**src/rtl/axi_decerr_responder.sv**
```systemverilog
// Default AXI4 slave: drains unmapped bursts and answers DECERR on B and R.
// Keeps a saturating error count and the most recent faulting address.
module axi_decerr_responder #(
    parameter int unsigned          IdWidth   = 5,
    parameter int unsigned          AddrWidth = 64,
    parameter int unsigned          DataWidth = 64,
    parameter logic [DataWidth-1:0] ErrData   = 64'hDEAD_BEEF_DEAD_BEEF
) (
    input  logic                 clk_i,
    input  logic                 rst_ni,
    input  logic                 aw_valid_i,
    output logic                 aw_ready_o,
    input  logic [IdWidth-1:0]   aw_id_i,
    input  logic [AddrWidth-1:0] aw_addr_i,
    input  logic [7:0]           aw_len_i,
    input  logic                 w_valid_i,
    output logic                 w_ready_o,
    input  logic                 w_last_i,
    output logic                 b_valid_o,
    input  logic                 b_ready_i,
    output logic [IdWidth-1:0]   b_id_o,
    output logic [1:0]           b_resp_o,
    input  logic                 ar_valid_i,
    output logic                 ar_ready_o,
    input  logic [IdWidth-1:0]   ar_id_i,
    input  logic [AddrWidth-1:0] ar_addr_i,
    input  logic [7:0]           ar_len_i,
    output logic                 r_valid_o,
    input  logic                 r_ready_i,
    output logic [IdWidth-1:0]   r_id_o,
    output logic [DataWidth-1:0] r_data_o,
    output logic [1:0]           r_resp_o,
    output logic                 r_last_o,
    output logic [15:0]          err_cnt_o,
    output logic [AddrWidth-1:0] last_err_addr_o,
    output logic                 last_err_write_o
);

    typedef enum logic [1:0] {W_IDLE, W_DATA, W_RESP} w_state_e;
    typedef enum logic       {R_IDLE, R_DATA}         r_state_e;

    w_state_e             w_state_q, w_state_d;
    r_state_e             r_state_q, r_state_d;
    logic                 live_q;
    logic [IdWidth-1:0]   b_id_q, b_id_d;
    logic [IdWidth-1:0]   r_id_q, r_id_d;
    logic [7:0]           r_len_q, r_len_d;
    logic [7:0]           r_beat_q, r_beat_d;
    logic [15:0]          err_cnt_q, err_cnt_d;
    logic [AddrWidth-1:0] last_addr_q, last_addr_d;
    logic                 last_wr_q, last_wr_d;
    logic                 aw_hs, ar_hs;
    logic [16:0]          cnt_sum;
    logic                 unused_aw_len;

    // Burst end is signalled by w_last only.
    assign unused_aw_len = ^aw_len_i;

    assign aw_hs = aw_valid_i & aw_ready_o;
    assign ar_hs = ar_valid_i & ar_ready_o;

    always_comb begin
        w_state_d  = w_state_q;
        b_id_d     = b_id_q;
        aw_ready_o = 1'b0;
        w_ready_o  = 1'b0;
        b_valid_o  = 1'b0;
        unique case (w_state_q)
            W_IDLE: begin
                aw_ready_o = live_q;
                if (aw_valid_i && live_q) begin
                    b_id_d    = aw_id_i;
                    w_state_d = W_DATA;
                end
            end
            W_DATA: begin
                w_ready_o = 1'b1;
                if (w_valid_i && w_last_i) begin
                    w_state_d = W_RESP;
                end
            end
            W_RESP: begin
                b_valid_o = 1'b1;
                if (b_ready_i) begin
                    w_state_d = W_IDLE;
                end
            end
            default: w_state_d = W_IDLE;
        endcase
    end

    always_comb begin
        r_state_d  = r_state_q;
        r_id_d     = r_id_q;
        r_len_d    = r_len_q;
        r_beat_d   = r_beat_q;
        ar_ready_o = 1'b0;
        r_valid_o  = 1'b0;
        unique case (r_state_q)
            R_IDLE: begin
                ar_ready_o = live_q;
                if (ar_valid_i && live_q) begin
                    r_id_d    = ar_id_i;
                    r_len_d   = ar_len_i;
                    r_beat_d  = 8'd0;
                    r_state_d = R_DATA;
                end
            end
            R_DATA: begin
                r_valid_o = 1'b1;
                if (r_ready_i) begin
                    r_beat_d = r_beat_q + 8'd1;
                    if (r_beat_q == r_len_q) begin
                        r_state_d = R_IDLE;
                    end
                end
            end
            default: r_state_d = R_IDLE;
        endcase
    end

    // 17-bit sum so a +2 near the top saturates instead of wrapping.
    assign cnt_sum   = {1'b0, err_cnt_q} + 17'(aw_hs) + 17'(ar_hs);
    assign err_cnt_d = cnt_sum[16] ? 16'hFFFF : cnt_sum[15:0];

    always_comb begin
        last_addr_d = last_addr_q;
        last_wr_d   = last_wr_q;
        if (aw_hs) begin
            last_addr_d = aw_addr_i;
            last_wr_d   = 1'b1;
        end else if (ar_hs) begin
            last_addr_d = ar_addr_i;
            last_wr_d   = 1'b0;
        end
    end

    always_ff @(posedge clk_i) begin
        if (!rst_ni) begin
            w_state_q   <= W_IDLE;
            r_state_q   <= R_IDLE;
            live_q      <= 1'b0;
            b_id_q      <= '0;
            r_id_q      <= '0;
            r_len_q     <= '0;
            r_beat_q    <= '0;
            err_cnt_q   <= '0;
            last_addr_q <= '0;
            last_wr_q   <= 1'b0;
        end else begin
            w_state_q   <= w_state_d;
            r_state_q   <= r_state_d;
            live_q      <= 1'b1;
            b_id_q      <= b_id_d;
            r_id_q      <= r_id_d;
            r_len_q     <= r_len_d;
            r_beat_q    <= r_beat_d;
            err_cnt_q   <= err_cnt_d;
            last_addr_q <= last_addr_d;
            last_wr_q   <= last_wr_d;
        end
    end

    assign b_id_o           = b_id_q;
    assign b_resp_o         = 2'b11;
    assign r_id_o           = r_id_q;
    assign r_data_o         = ErrData;
    assign r_resp_o         = 2'b11;
    assign r_last_o         = (r_state_q == R_DATA) && (r_beat_q == r_len_q);
    assign err_cnt_o        = err_cnt_q;
    assign last_err_addr_o  = last_addr_q;
    assign last_err_write_o = last_wr_q;

endmodule

```
**config.mk**
```make
export PLATFORM = sky130hd
export DESIGN_NAME = axi_decerr_responder
export DESIGN_NICKNAME = d
export VERILOG_FILES = /design/src/rtl/axi_decerr_responder.sv
export SDC_FILE = /design/constraint.sdc
export NUM_CORES = 1
export LEC_CHECK = 0
export BUFFER_PORTS_ARGS = -buffer_cell sky130_fd_sc_hd__clkbuf_2
export CORE_ASPECT_RATIO = 1.1
export CORE_UTILIZATION = 34
export DETAILED_ROUTE_END_ITERATION = 7
export GPL_ROUTABILITY_DRIVEN = 0
export PLACE_DENSITY_LB_ADDON = 0.1
export SETUP_SLACK_MARGIN = 0.02
export SLEW_MARGIN = 30
export SYNTH_ARGS = -nofsm -noshare
export SYNTH_HDL_FRONTEND = slang
export SYNTH_SLANG_ARGS = --single-unit
export TNS_END_PERCENT = 50
```
**constraint.sdc**
```tcl
create_clock -name clk_i -period 3.25 [get_ports clk_i]
set_input_delay 0.325 -clock clk_i [delete_from_list [all_inputs] [get_ports clk_i]]
set_output_delay 0.325 -clock clk_i [all_outputs]
set_load 0.1 [all_outputs]
```
## Word-level counts from Yosys, hierarchy flattened

Cells that the tools add are included.

- $add $sub $neg: 3
- Equal/unequal tests: 8
- Multiplexer cells: 22
- Bitwise gates (word level): 3
- Reductions and logical operators: 10

Operators by type and width:

| operator | number |
|---|---|
| $mux 64 | 2 |
| $add 16x1->17 | 1 |
| $add 17x1->17 | 1 |
| $mux 16 | 1 |
| $mux 8 | 2 |
| $pmux 8 s2 | 1 |
| $mux 1 | 11 |
| $ne 2x2->1 const B | 5 |
| $add 8x1->8 const B | 1 |
| $eq 8x8->1 | 1 |
| $mux 2 | 3 |
| $pmux 2 s3 | 1 |
| $reduce_and 2->1 | 3 |
| $logic_and 1x1->1 | 4 |
| $reduce_and 3->1 | 1 |
| $and 1x1->1 | 2 |
| $eq 2x1->1 const B | 1 |
| $eq 2x2->1 const B | 1 |
| $logic_not 2->1 | 1 |
| $pmux 1 s2 | 1 |
| $reduce_bool 2->1 | 1 |
| $not 1->1 | 1 |

- Flip-flop bits (word level): 111
- Input bits: 162
- Word-level logic and storage cells: 56

## Depth between registers and ports, before layout

- Word-level depth: 6
- Mapped depth: 12
- Mapped depth without buffers: 9

## Worst setup path after synthesis

No wires, ideal clock.

- Path kind: reg-to-reg
- From: register w_state_q[1]
- To: register err_cnt_q[14], in the netlist err_cnt_o[14]
- Setup time: 0.091 ns
- Data arrival time: 3.862 ns
- Required time: 3.159 ns
- Slack: -0.703 ns
- Cell stages (with the launch flop): 11
- Clock period less this slack: 3.953 ns
- Cell sequence: dfxtp_1 > nor3b_2 > nand2_1 > clkbuf_1 > fa_1 > inv_1 > ha_1 > nand3_1 > nor4_4 > a21oi_1 > a311oi_1

- Word-level cells in the longest chain between the ends: 6

Ends and longest elaborated chain:

| item | RTL line | RTL |
|---|---|---|
| start, declared | 42 | `w_state_e w_state_q, w_state_d;` |
| start signal, assigned | 151 | `w_state_q <= w_state_d;` |
| $logic_not 2->1 | 68 | `unique case (w_state_q)` |
| $mux 1 | 68 |  |
| net aw_ready_o | 12 | `output logic aw_ready_o,` |
| $and 1x1->1 | 59 | `assign aw_hs = aw_valid_i & aw_ready_o;` |
| $add 16x1->17 | 123 | `assign cnt_sum = {1'b0, err_cnt_q} + 17'(aw_hs) + 17'(ar_hs);` |
| $add 17x1->17 | 123 |  |
| $mux 16 | 124 | `assign err_cnt_d = cnt_sum[16] ? 16'hFFFF : cnt_sum[15:0];` |
| end signal, assigned | 158 | `err_cnt_q <= err_cnt_d;` |
| end, declared | 49 | `logic [15:0] err_cnt_q, err_cnt_d;` |

The timed path passes the listed nets, and every way through them passes these cells.
A chain may end at the register's enable or synchronous reset.

## Worst setup path in the final report

- From: register live_q
- To: register err_cnt_q[4], in the netlist err_cnt_o[4]

- Word-level cells in the longest chain between the ends: 5
- Elaborated cells on any way between the ends: 7

Ends and longest elaborated chain:

| item | RTL line | RTL |
|---|---|---|
| start, declared | 44 | `logic live_q;` |
| start signal, assigned | 142 | `live_q <= 1'b0;` |
| start signal, assigned | 153 | `live_q <= 1'b1;` |
| $mux 1 | 68 |  |
| $and 1x1->1 | 59 |  |
| $add 16x1->17 | 123 |  |
| $add 17x1->17 (*) | 123 |  |
| $mux 16 (*) | 124 |  |

Mark *: on every way between the ends. The rest lies on a longest branch, timed or not.

==> reports/qor.yml <==
async_flop_share: 0
vias_per_cell: 4.74
worst-path-max-fanout: 11
gr-usage-met3: 0.0453
die_h_um: 133
synth_edf_count: 0
yosysWarnings: 0
min_period_ns: 2.46
grt_pass1_wl_um: 24700
rsz0062_at_grt: "no"
worst_pin_slew_ns: 0.926
nNetsFinal: 1044
cts_root_buf: "clkbuf_16"
critical_path_required_ns: 3.51
busiest_layer: "met2"
drc: 0
numCtsBuffers: 9
port_buffers: 250
core_area_um2: 15200
pwr_density_cell_nw_per_um2: 604
fmax_mhz: 407
post_cts_buffers: 0
cts_hold_buffers: 0
drive_gt1_frac: 0.323
synth-main-ff-cell: "dfxtp_1"
hp-class: "in2reg"
p_total_w: 0.00406
overflow: 0
ir_drop_mv: 0.233
final.setup_skew_ns: 0.00864
reg2regPathDepth: 9
cts-resized-gates: 0
n_antenna_cell: 0
fin_tns_setup_ns: 0
synth_cell_type_count: 42
slew_viol_final: 0
io_pins: 327
syn2layout_area_growth_pct: 26.7
track_usage: 0.194
start_util: 0.350
htreeDepth: 3
drtIter0Drc: 227
status: "complete, no violations"
crit_arrival_ns: 2.72
min_period_over_period: 0.756
cp-start-kind: "register"
setup_viol: 0
wl_um: 16000
clkTransAtPathRegs_ns: 0.07
clk_path_buf_depth: 2
drtPass1Iterations: 4
postRouteAntennaNets: 0
synth_common_cells: "168 x nand2_1, 111 x dfxtp_1, 83 x nor2_1, 75 x buf_4, 65 x a311oi_1"
synth_top_cell_by_area: "dfxtp_1"
syn_area_um2: 5310
synth.ff_latch_count: 111
hold_viol: 0
rows: 47
yosysMostFrequentCell: "nand2_1"
tritoncts: "yes"
max-cap-violations: 0
synth_top_area_frac: 0.419
antenna_found_initial: 0
synth_seq_area_share: 0.419
synthTopCellsByArea: "dfxtp_1 42%, nand2_1 12%, a311oi_1 11%"
use_met1: 0.238
power.leakage_nw: 3.10
clock-sinks: 111
wl_per_cell_um: 14.8
max_slew_margin: 0.382
grtUsageMet2: 0.330
grt_pass1_vias: 4793
grt_max_degree: 85
die_x_um: 121
insertion_delay_ns: 0.35
whs_path_depth: 3
synth_cells: 659
place.detailed.hpwl_um: 11300
syn_area_per_cell_um2: 8.05
end_kind: "register"
path_class: "reg2reg"
vias: 5116
die-area_um2: 16100
-- layout make-up --
| type | count | area, µm² |
|---|---|---|
| clock inverter | 3 | 42.5 |
| tap | 196 | 245 |
| sequential | 111 | 2220 |
| clock buffer | 12 | 256 |
| fill | 1599 | 8450 |
| multi-input combinational | 492 | 2620 |
| inverter | 10 | 38.8 |
| timing repair buffer | 255 | 1300 |
-- logic make-up after synthesis --
| logic type | share of synthesized area |
|---|---|
| other | 0.00141 |
| adder cells (fa/ha/maj) | 0.00849 |
| flip-flops | 0.419 |
| XOR/XNOR | 0.0363 |
| AND/OR/NAND/NOR | 0.226 |
| AO/OA/AOI/OAI | 0.155 |
| buffers and inverters | 0.144 |
| multiplexers | 0.0113 |
-- state kept, by name, summed over array words and instances, names as in the netlist --
name,flops
err_cnt_o,16
b_id_o,5
last_err_addr_o,64
r_len_q,8
r_id_o,5
w_state_q,2
r_state_q,1
r_beat_q,8
last_err_write_o,1
live_q,1
-- routing by layer --
| layer | wire length [µm] | part of all wire | up-vias |
|---|---|---|---|
| met5 | 0 | 0 | - |
| met4 | 236 | 0.015 | 0 |
| met3 | 1260 | 0.079 | 14 |
| met2 | 7710 | 0.48 | 208 |
| met1 | 6810 | 0.43 | 2356 |
| li1 | - | - | 2538 |
-- worst max-delay path: stages, from the launching register on --
cell     delay, ns
dfxtp_1       0.37
nor3b_4       0.25
nand2_4       0.07
fa_2          0.37
inv_2         0.09
ha_4          0.15
nand3_4       0.12
nor4_4        0.48
nand2_2       0.26
a21oi_1       0.19
-- report_power, final --
part	switching [W]	internal, W	total (W)
logic	0.00121	0.000210	0.00142
clock network	0.000508	0.000636	0.00114
registers	0.0000518	0.00145	0.00150
total	0.00177	0.00230	0.00406
-- cells in the final DEF (no fill, tap or decap), types with 2 or more instances in the layout --
cell type	Yosys	routed
xor2_1	3	3
nor4_1	2	2
inv_2	1	2
mux2i_1	6	6
o21ai_0	3	3
clkinv_2	0	2
clkbuf_8	0	2
nor2_1	83	83
dfxtp_1	111	111
a21oi_1	29	29
clkbuf_16	0	9
a311oi_1	65	65
conb_1	2	68
nand3_1	5	4
o2111ai_1	3	3
nor3_1	5	5
nand4_1	5	5
inv_1	9	7
nand2_1	168	167
and2_1	3	3
buf_4	75	4
clkbuf_2	0	250
nor2b_1	4	4
xnor2_1	19	19
-- through the flow --
stage	hold slack [ns]	instances	cell area (µm²)	worst slack, ns	util
3_3_place_gp	0.443	1064	6420	0.785	0.423
5_1_grt	0.183	1079	6720	0.538	0.443
4_1_cts	0.170	1079	6720	0.746	0.443
3_5_place_dp	0.451	1064	6420	0.786	0.423
6_report	0.182	1079	6720	0.793	0.443
2_1_floorplan	0.353	725	5610	0.0327	-
-- path summary, 6_finish.rpt --
path | from | to | slack [ns]
min | ar_id_i[0] | r_id_o[0] | 0.18
min reg2reg | r_id_o[1] | r_id_o[1] | 0.46
max | live_q | err_cnt_o[4] | 0.79
max reg2reg | live_q | err_cnt_o[4] | 0.79
Note: power is estimated with default switching activity, not from simulation.
